### config.mk
export PLATFORM = sky130hd
export DESIGN_NAME = event_fifo_reader_flat
export DESIGN_NICKNAME = d
export VERILOG_FILES = /design/src/rtl/event_fifo_reader_if.sv /design/src/rtl/event_fifo_reader.sv /design/src/flat_wrapper.sv
export SDC_FILE = /design/constraint.sdc
export NUM_CORES = 1
export LEC_CHECK = 0
export ABC_CLOCK_PERIOD_IN_PS = 2280
export CAP_MARGIN = 15
export CORE_AREA = 4 4 108 110
export DETAILED_ROUTE_END_ITERATION = 6
export DIE_AREA = 0 0 112 114
export PLACE_DENSITY_LB_ADDON = 0.2
export SKIP_CTS_REPAIR_TIMING = 1
export SLEW_MARGIN = 20
export SYNTH_ARGS = -nofsm -noshare
export SYNTH_HDL_FRONTEND = slang
export SYNTH_SLANG_ARGS = --single-unit
### constraint.sdc
create_clock -name clock -period 2.28 [get_ports clock]
set_input_delay 0.342 -clock clock [delete_from_list [all_inputs] [get_ports clock]]
set_output_delay 0.342 -clock clock [all_outputs]
set_load 0.02 [all_outputs]
### src/rtl/event_fifo_reader_if.sv
// event_fifo_reader_if: framed 16-bit event stream with valid/ready handshake
interface event_fifo_reader_if;
  logic [15:0] data;
  logic valid;
  logic ready;
  logic start;
  logic last;
  modport master(output data, valid, start, last, input ready);
  modport slave(input data, valid, start, last, output ready);
endinterface

### src/rtl/event_fifo_reader.sv
// event_fifo_reader: drains the trigger event FIFO into a framed, length-bounded 16-bit stream
module event_fifo_reader #(
  parameter int g_max_event_words = 4096,
  parameter int g_count_width = 16
) (
  input  logic                     clock,
  input  logic                     reset_n,
  input  logic                     enable,
  input  logic                     fifo_empty,
  input  logic [17:0]              fifo_q,
  output logic                     fifo_re,
  event_fifo_reader_if.master      out,
  output logic [g_count_width-1:0] event_count,
  output logic                     err_framing,
  output logic                     err_overlength,
  output logic                     busy
);
  localparam int WW = $clog2(g_max_event_words + 1);
  typedef enum logic {IDLE, IN_EVENT} state_t;
  state_t state, state_n;
  logic [17:0] buf0, buf1, head, q0;
  logic [1:0] cnt, cnt_p, tag;
  logic in_flight, ld, pop, push, emit, start, last, ovl, ef;
  logic [WW-1:0] wc, wc_n;
  // Head word comes from the skid buffer, or straight from the FIFO when the buffer is empty
  always_comb begin
    head = cnt != 2'd0 ? buf0 : fifo_q;
    ld = (cnt != 2'd0 || in_flight) && (!out.valid || out.ready);
    pop = ld && cnt != 2'd0;
    push = in_flight && !(ld && cnt == 2'd0);
    cnt_p = cnt - {1'b0, pop};
    q0 = pop ? buf1 : buf0;
    fifo_re = reset_n & enable & ~fifo_empty & ((cnt + {1'b0, in_flight}) < 2'd2);
    busy = state == IN_EVENT || cnt != 2'd0 || in_flight || out.valid;
  end
  // Framing decision for the head word; tag[0] marks a start, tag[1] a last
  always_comb begin
    tag = head[17:16];
    ovl = state == IN_EVENT && tag == 2'b00 && wc == WW'(g_max_event_words - 1);
    emit = state == IN_EVENT || tag[0];
    start = tag[0];
    last = tag[1] | ovl;
    ef = state == IDLE ? !tag[0] : tag[0];
    state_n = last ? IDLE : (tag == 2'b01 ? IN_EVENT : state);
    wc_n = tag == 2'b01 ? WW'(1) : wc + WW'(1);
  end
  // Fetch tracking, skid buffer, output register, framing state and event counter
  always_ff @(posedge clock or negedge reset_n) begin
    if (!reset_n) begin
      state <= IDLE;
      wc <= '0;
      in_flight <= 1'b0;
      cnt <= 2'd0;
      buf0 <= '0;
      buf1 <= '0;
      out.valid <= 1'b0;
      out.data <= '0;
      out.start <= 1'b0;
      out.last <= 1'b0;
      event_count <= '0;
      err_framing <= 1'b0;
      err_overlength <= 1'b0;
    end else begin
      in_flight <= fifo_re;
      cnt <= cnt_p + {1'b0, push};
      buf0 <= (push && cnt_p == 2'd0) ? fifo_q : q0;
      buf1 <= (push && cnt_p == 2'd1) ? fifo_q : buf1;
      err_framing <= ld && ef;
      err_overlength <= ld && ovl;
      if (out.valid && out.ready && out.last) event_count <= event_count + g_count_width'(1);
      if (ld) begin
        out.valid <= emit;
        out.data <= head[15:0];
        out.start <= emit & start;
        out.last <= emit & last;
        state <= state_n;
        wc <= wc_n;
      end else if (out.ready) out.valid <= 1'b0;
    end
  end
endmodule

### src/flat_wrapper.sv
// flat-port wrapper written by rule: the top's interface ports become plain ports
module event_fifo_reader_flat 
#(
  parameter int g_max_event_words = 4096,
  parameter int g_count_width = 16
)
  (clock, reset_n, enable, fifo_empty, fifo_q, fifo_re, event_count, err_framing, err_overlength, busy, out_data, out_valid, out_start, out_last, out_ready);
  event_fifo_reader_if out_i ();
  input  logic clock;
  input  logic reset_n;
  input  logic enable;
  input  logic fifo_empty;
  input  logic [17:0] fifo_q;
  output logic fifo_re;
  output logic [g_count_width-1:0] event_count;
  output logic err_framing;
  output logic err_overlength;
  output logic busy;
  output wire logic [$bits(out_i.data)-1:0] out_data;
  output wire logic [$bits(out_i.valid)-1:0] out_valid;
  output wire logic [$bits(out_i.start)-1:0] out_start;
  output wire logic [$bits(out_i.last)-1:0] out_last;
  input wire logic [$bits(out_i.ready)-1:0] out_ready;
  assign out_data = out_i.data;
  assign out_valid = out_i.valid;
  assign out_start = out_i.start;
  assign out_last = out_i.last;
  assign out_i.ready = out_ready;
  event_fifo_reader #(.g_max_event_words(g_max_event_words), .g_count_width(g_count_width)) u_core (.clock(clock), .reset_n(reset_n), .enable(enable), .fifo_empty(fifo_empty), .fifo_q(fifo_q), .fifo_re(fifo_re), .out(out_i), .event_count(event_count), .err_framing(err_framing), .err_overlength(err_overlength), .busy(busy));
endmodule
* Word level (Yosys, flattened, before mapping) *
Cells that the tools add are included.

storage, ports and cells
  register bits = 90
  output and inout port bits = 39
  word-level logic and storage cells = 67

operators by class
  add/sub/neg operators = 5
  $lt $le $gt $ge = 1
  equal/unequal tests = 3
  multiplexer cells = 9
  bitwise logic cells = 7
  reductions and logical operators = 29

operator list
  kind                   count
  $mux 18                3
  $add 16x1->16 const B  1
  $add 13x1->13 const B  1
  $eq 13x12->1 const B   1
  $mux 13                1
  $logic_and 1x1->1      12
  $reduce_bool 2->1      4
  $logic_not 2->1        3
  $logic_or 1x1->1       6
  $and 1x1->1            5
  $mux 1                 5
  $add 2x1->2            2
  $eq 2x1->1 const B     2
  $logic_not 1->1        3
  $lt 2x2->1 const B     1
  $reduce_and 2->1       1
  $sub 2x1->2            1
  $not 1->1              1
  $or 1x1->1             1

* Depth between registers and ports, before layout *
  depth in word-level cells = 8
  mapped depth = 9
  depth with buffers taken out = 6

* Least setup slack after synthesis *
OpenSTA, ideal clock, no wires.

  path kind = register to register
  start point = register u_core.out.valid
  end point = register u_core.buf1[10]
  library setup time = 0.125 ns
  arrival time = 2.420 ns
  slack = -0.265 ns
  cell stages (with the launch flop) = 8
  cell sequence = dfrtp_1 and2b_2 nor2_4 buf_6 ha_1 nor3_4 buf_12 mux2_4

on the way
  longest elaborated chain between the ends = 7
  elaborated cells on any way between the ends = 10
  classes of those cells = add/sub (1); eq/ne (1); reduce/logical (8)

ends and longest elaborated chain
  what                                                    line                                              source
  start, declared                                         event_fifo_reader_if.sv:8                         modport master(output data, valid, start, last, input ready);
  start signal, assigned                                  event_fifo_reader.sv:72                           out.valid <= emit;
  $logic_not 1->1 *                                       event_fifo_reader.sv:28                           ld = (cnt != 2'd0 || in_flight) && (!out.valid || out.ready);
  $logic_or 1x1->1 *                                      event_fifo_reader.sv:28
  $logic_and 1x1->1 *                                     event_fifo_reader.sv:28
  $logic_and 1x1->1 (on tied branches)                    event_fifo_reader.sv:29, event_fifo_reader.sv:30
  $sub 2x1->2 / $logic_not 1->1 (equally long branches)   event_fifo_reader.sv:31, event_fifo_reader.sv:30
  $eq 2x1->1 / $logic_and 1x1->1 (equally long branches)  event_fifo_reader.sv:67, event_fifo_reader.sv:30
  $logic_and 1x1->1 *                                     event_fifo_reader.sv:67                           buf1 <= (push && cnt_p == 2'd1) ? fifo_q : buf1;
  end signal, assigned                                    event_fifo_reader.sv:67
  end, declared                                           event_fifo_reader.sv:21                           logic [17:0] buf0, buf1, head, q0;

Every way passes the cells marked *; elsewhere a longest branch is shown, timed or not.
A chain may end at the register's enable or synchronous reset.

* Worst setup path in the final report *
  start point = register u_core.cnt[0]
  end point = output busy

on the way
  longest elaborated chain between the ends = 4

ends and longest elaborated chain
  what                           line                     source
  start, declared                event_fifo_reader.sv:22  logic [1:0] cnt, cnt_p, tag;
  start signal, assigned         event_fifo_reader.sv:65  cnt <= cnt_p + {1'b0, push};
  $reduce_bool 2->1              event_fifo_reader.sv:34  busy = state == IN_EVENT || cnt != 2'd0 || in_flight || out.valid;
  $logic_or 1x1->1 (3 in a row)  event_fifo_reader.sv:34
  end, declared                  flat_wrapper.sv:18       output logic busy;

No other way between the ends.

==> results.py <==
metrics = {
    "die": {
        "core_area_um2": 10700,
        "placementRows": 38,
        "initial_core_util_pct": 38.5,
        "die_h_um": 114,
        "die_w_um": 112,
        "pin_count": 62,
        "dieArea_um2": 12800,
    },
    "setup_path": {
        "r2r-end": "u_core.out.data[7]",
        "arrival_ns": 1.79,
        "critPathMaxFanout": 6,
        "cpMaxStageDelayCell": "dfrtp_1",
        "crit_start": "u_core.cnt[0]",
        "worst-setup-path-type": "reg2out",
        "worstReg2RegStart": "u_core.cnt[1]",
        "cpPeakStageDelay_ns": 0.47,
        "start_kind": "flop",
        "rr_worst_depth": 6,
        "path_buf_inv": 1,
        "end_kind": "primary output",
        "crit_path_cell_trace": "or2_4 -> or4_1 -> dlymetal6s2s_1",
        "crit_required_ns": 1.94,
        "critPathTopFamily": "simple AND/OR/NAND/NOR gates",
        "r2r_slack_ns": 0.29,
    },
    "placed_design": {
        "gp_congestion": 0.774,
        "place_inst": 579,
        "dp_hpwl_mm": 6.43,
        "post-place-ws_ns": -0.0846,
        "io_buffers": 61,
    },
    "yosys": {
        "synth-edff-count": 0,
        "seq_area_frac_synth_pct": 54.6,
        "yosys.area.top_type_share_pct": 54.6,
        "ys_dominant_reg_cell": "dfrtp_1",
        "synth_common_cells": "90 x dfrtp_1, 48 x nor2_1, 43 x a21oi_1",
        "yosysMostFrequentCell": "dfrtp_1",
        "synth_fp_nets": 399,
        "synth_mux_area_share_pct": 11.0,
        "synth_adder_area_share_pct": 1.21,
        "synth.ff_latch_count": 90,
        "yosys_warnings": 0,
        "synth_cell_types": 44,
        "ys_async_sr_fraction_pct": 100,
        "synth_compound_area_share_pct": 12.7,
        "synth_top_family_by_area": "simple AND/OR/NAND/NOR gates",
        "synth_area_leader_cell": "dfrtp_1",
        "syn-cell-area_um2": 4120,
        "synth_cells": 372,
        "yosys.area_share.simple_pct": 13.2,
        "synth.avg_cell_area_um2": 11.1,
        "synth_area_leaders": "dfrtp_1 55%, a21oi_1 5.2%, mux2i_1 4.6%",
        "synth_xor_area_share_pct": 4.04,
    },
    "cts": {
        "clock_latency_ns": 0.36,
        "ctsHtreeMaxLevel": 3,
        "cts_root_buffer": "clkbuf_8",
        "clockBufferDepth": 2,
        "cts_inserted_buffers": 9,
        "cts_tree": "done",
        "cts.clk_slew.worst_paths_ns": 0.09,
        "cts_sinks": 90,
    },
    "route": {
        "wl_per_cell_um": 15.4,
        "ant_nets": 0,
        "routed-via-count": 3038,
        "drc": 0,
        "drtIter0Drc": 103,
        "first_pass_iters": 4,
        "wl_mm": 9.18,
        "vias_per_cell": 5.11,
    },
    "sta": {
        "period_needed_ns": 2.13,
        "worst_pin_slew_ns": 0.683,
        "timing.final.ws_setup_ns": 0.151,
        "fmax_mhz": 470,
        "hold_viol": 0,
        "fin_crit_sh_pct": 93.4,
        "setup_viol": 0,
        "rsz0062_at_grt": "no",
        "finalMaxSlewViolations": 0,
        "setup_tns_ns": 0,
        "clock_skew_ns": 0.0121,
        "slew_headroom_pct": 54.5,
    },
    "status": {
        "outcome": "completed",
    },
    "cells_and_area": {
        "final_util_pct": 48.9,
        "fin_nets": 477,
        "area_delta_synth_final_pct": 26.9,
        "finalNonFillerCells": 595,
        "diodes": 0,
        "drive_gt1_share_pct": 15.2,
    },
    "pwr": {
        "vdd_drop_max_v": 0.000625,
        "power_density_nw_per_um2": 1290,
        "leakagePower_nw": 2.38,
        "p_total_w": 0.00674,
    },
    "grt": {
        "antenna_found_initial": 0,
        "grt_max_degree": 54,
        "grt_overflow": 0,
        "grt_pass1_wl_mm": 15.9,
        "grt_pass1_vias": 3157,
        "grt_use_total_pct": 15.2,
    },
    "hold_path": {
        "min_path_type": "in2async",
    },
    "run": {
        "drv_cap": 0,
    },
}
-- cells by family (layout without fill, tap and decap cells) --
group,Yosys count,count (layout)
and+or+nand+nor,110,110
DFF,90,90
AOI/OAI and AO/OA,85,85
muxes,39,39
buffers and inverters,25,108
xor gates and xnor gates,19,19
adders and majority gates,4,4
-- state kept, by name, summed over array words and instances (netlist names) --
name	count
u_core.wc	13
u_core.event_count	16
u_core.state	1
u_core.out.last	1
u_core.out.start	1
u_core.cnt	2
u_core.out.valid	1
u_core.in_flight	1
u_core.out.data	16
u_core.buf0	18
u_core.buf1	18
u_core.err_framing	1
u_core.err_overlength	1
-- worst max-delay path by stage --
| stage | end | slack [ns] | depth (start not counted) |
|---|---|---|---|
| after floorplan | u_core.buf1[10] | -0.14 | 7 |
| after global placement | u_core.buf1[13] | -0.04 | 8 |
| after detailed placement | u_core.buf1[8] | -0.08 | 8 |
| after CTS | busy | -0.22 | 3 |
| after global routing | busy | 0.08 | 3 |
| final | busy | 0.15 | 3 |
-- cell type report --
cell class / instances / area, µm²
well taps: 140 / 175
inverters: 9 / 33.8
clock inverters: 6 / 88.8
repair buffers: 83 / 791
fillers: 974 / 5470
flip-flops and latches: 90 / 2250
multi-input cells: 257 / 1750
clock buffers: 10 / 138
-- metal layers --
layer | vias to the layer above | global-route usage [%] | share of wire [%]
met5 | - | 0 | 0
met4 | 0 | 4.33 | 1.0
met3 | 9 | 2.55 | 4.3
met2 | 62 | 24.3 | 46
met1 | 1480 | 21.5 | 49
li1 | 1487 | - | -
-- per-stage QoR --
step | cell area, µm² | hold slack, ns
finish | 5230 | 0.0349
global route | 5230 | 0.0760
CTS | 5230 | 0.0432
detailed placement | 5000 | 0.442
global placement | 5000 | 0.447
floorplan | 4140 | 0.0464
-- report_power, final --
group / total, W / switching (W) / internal (W)
Clock: 0.00123 / 0.000584 / 0.000650
Sequential: 0.00256 / 0.000380 / 0.00218
Combinational: 0.00295 / 0.00149 / 0.00145
Total: 0.00674 / 0.00246 / 0.00429
-- placed cells by master, fill, tap and decap left out, drive strengths merged, types with 12 or more instances in the layout --
master,Yosys,final
mux2,20,20
o22ai,16,16
nand3,12,12
nand2,15,15
buf,10,23
dfrtp,90,90
mux2i,19,19
clkdlybuf4s50,0,58
nor2,49,49
a21oi,43,43
Note: power is estimated with default switching activity, not from simulation.
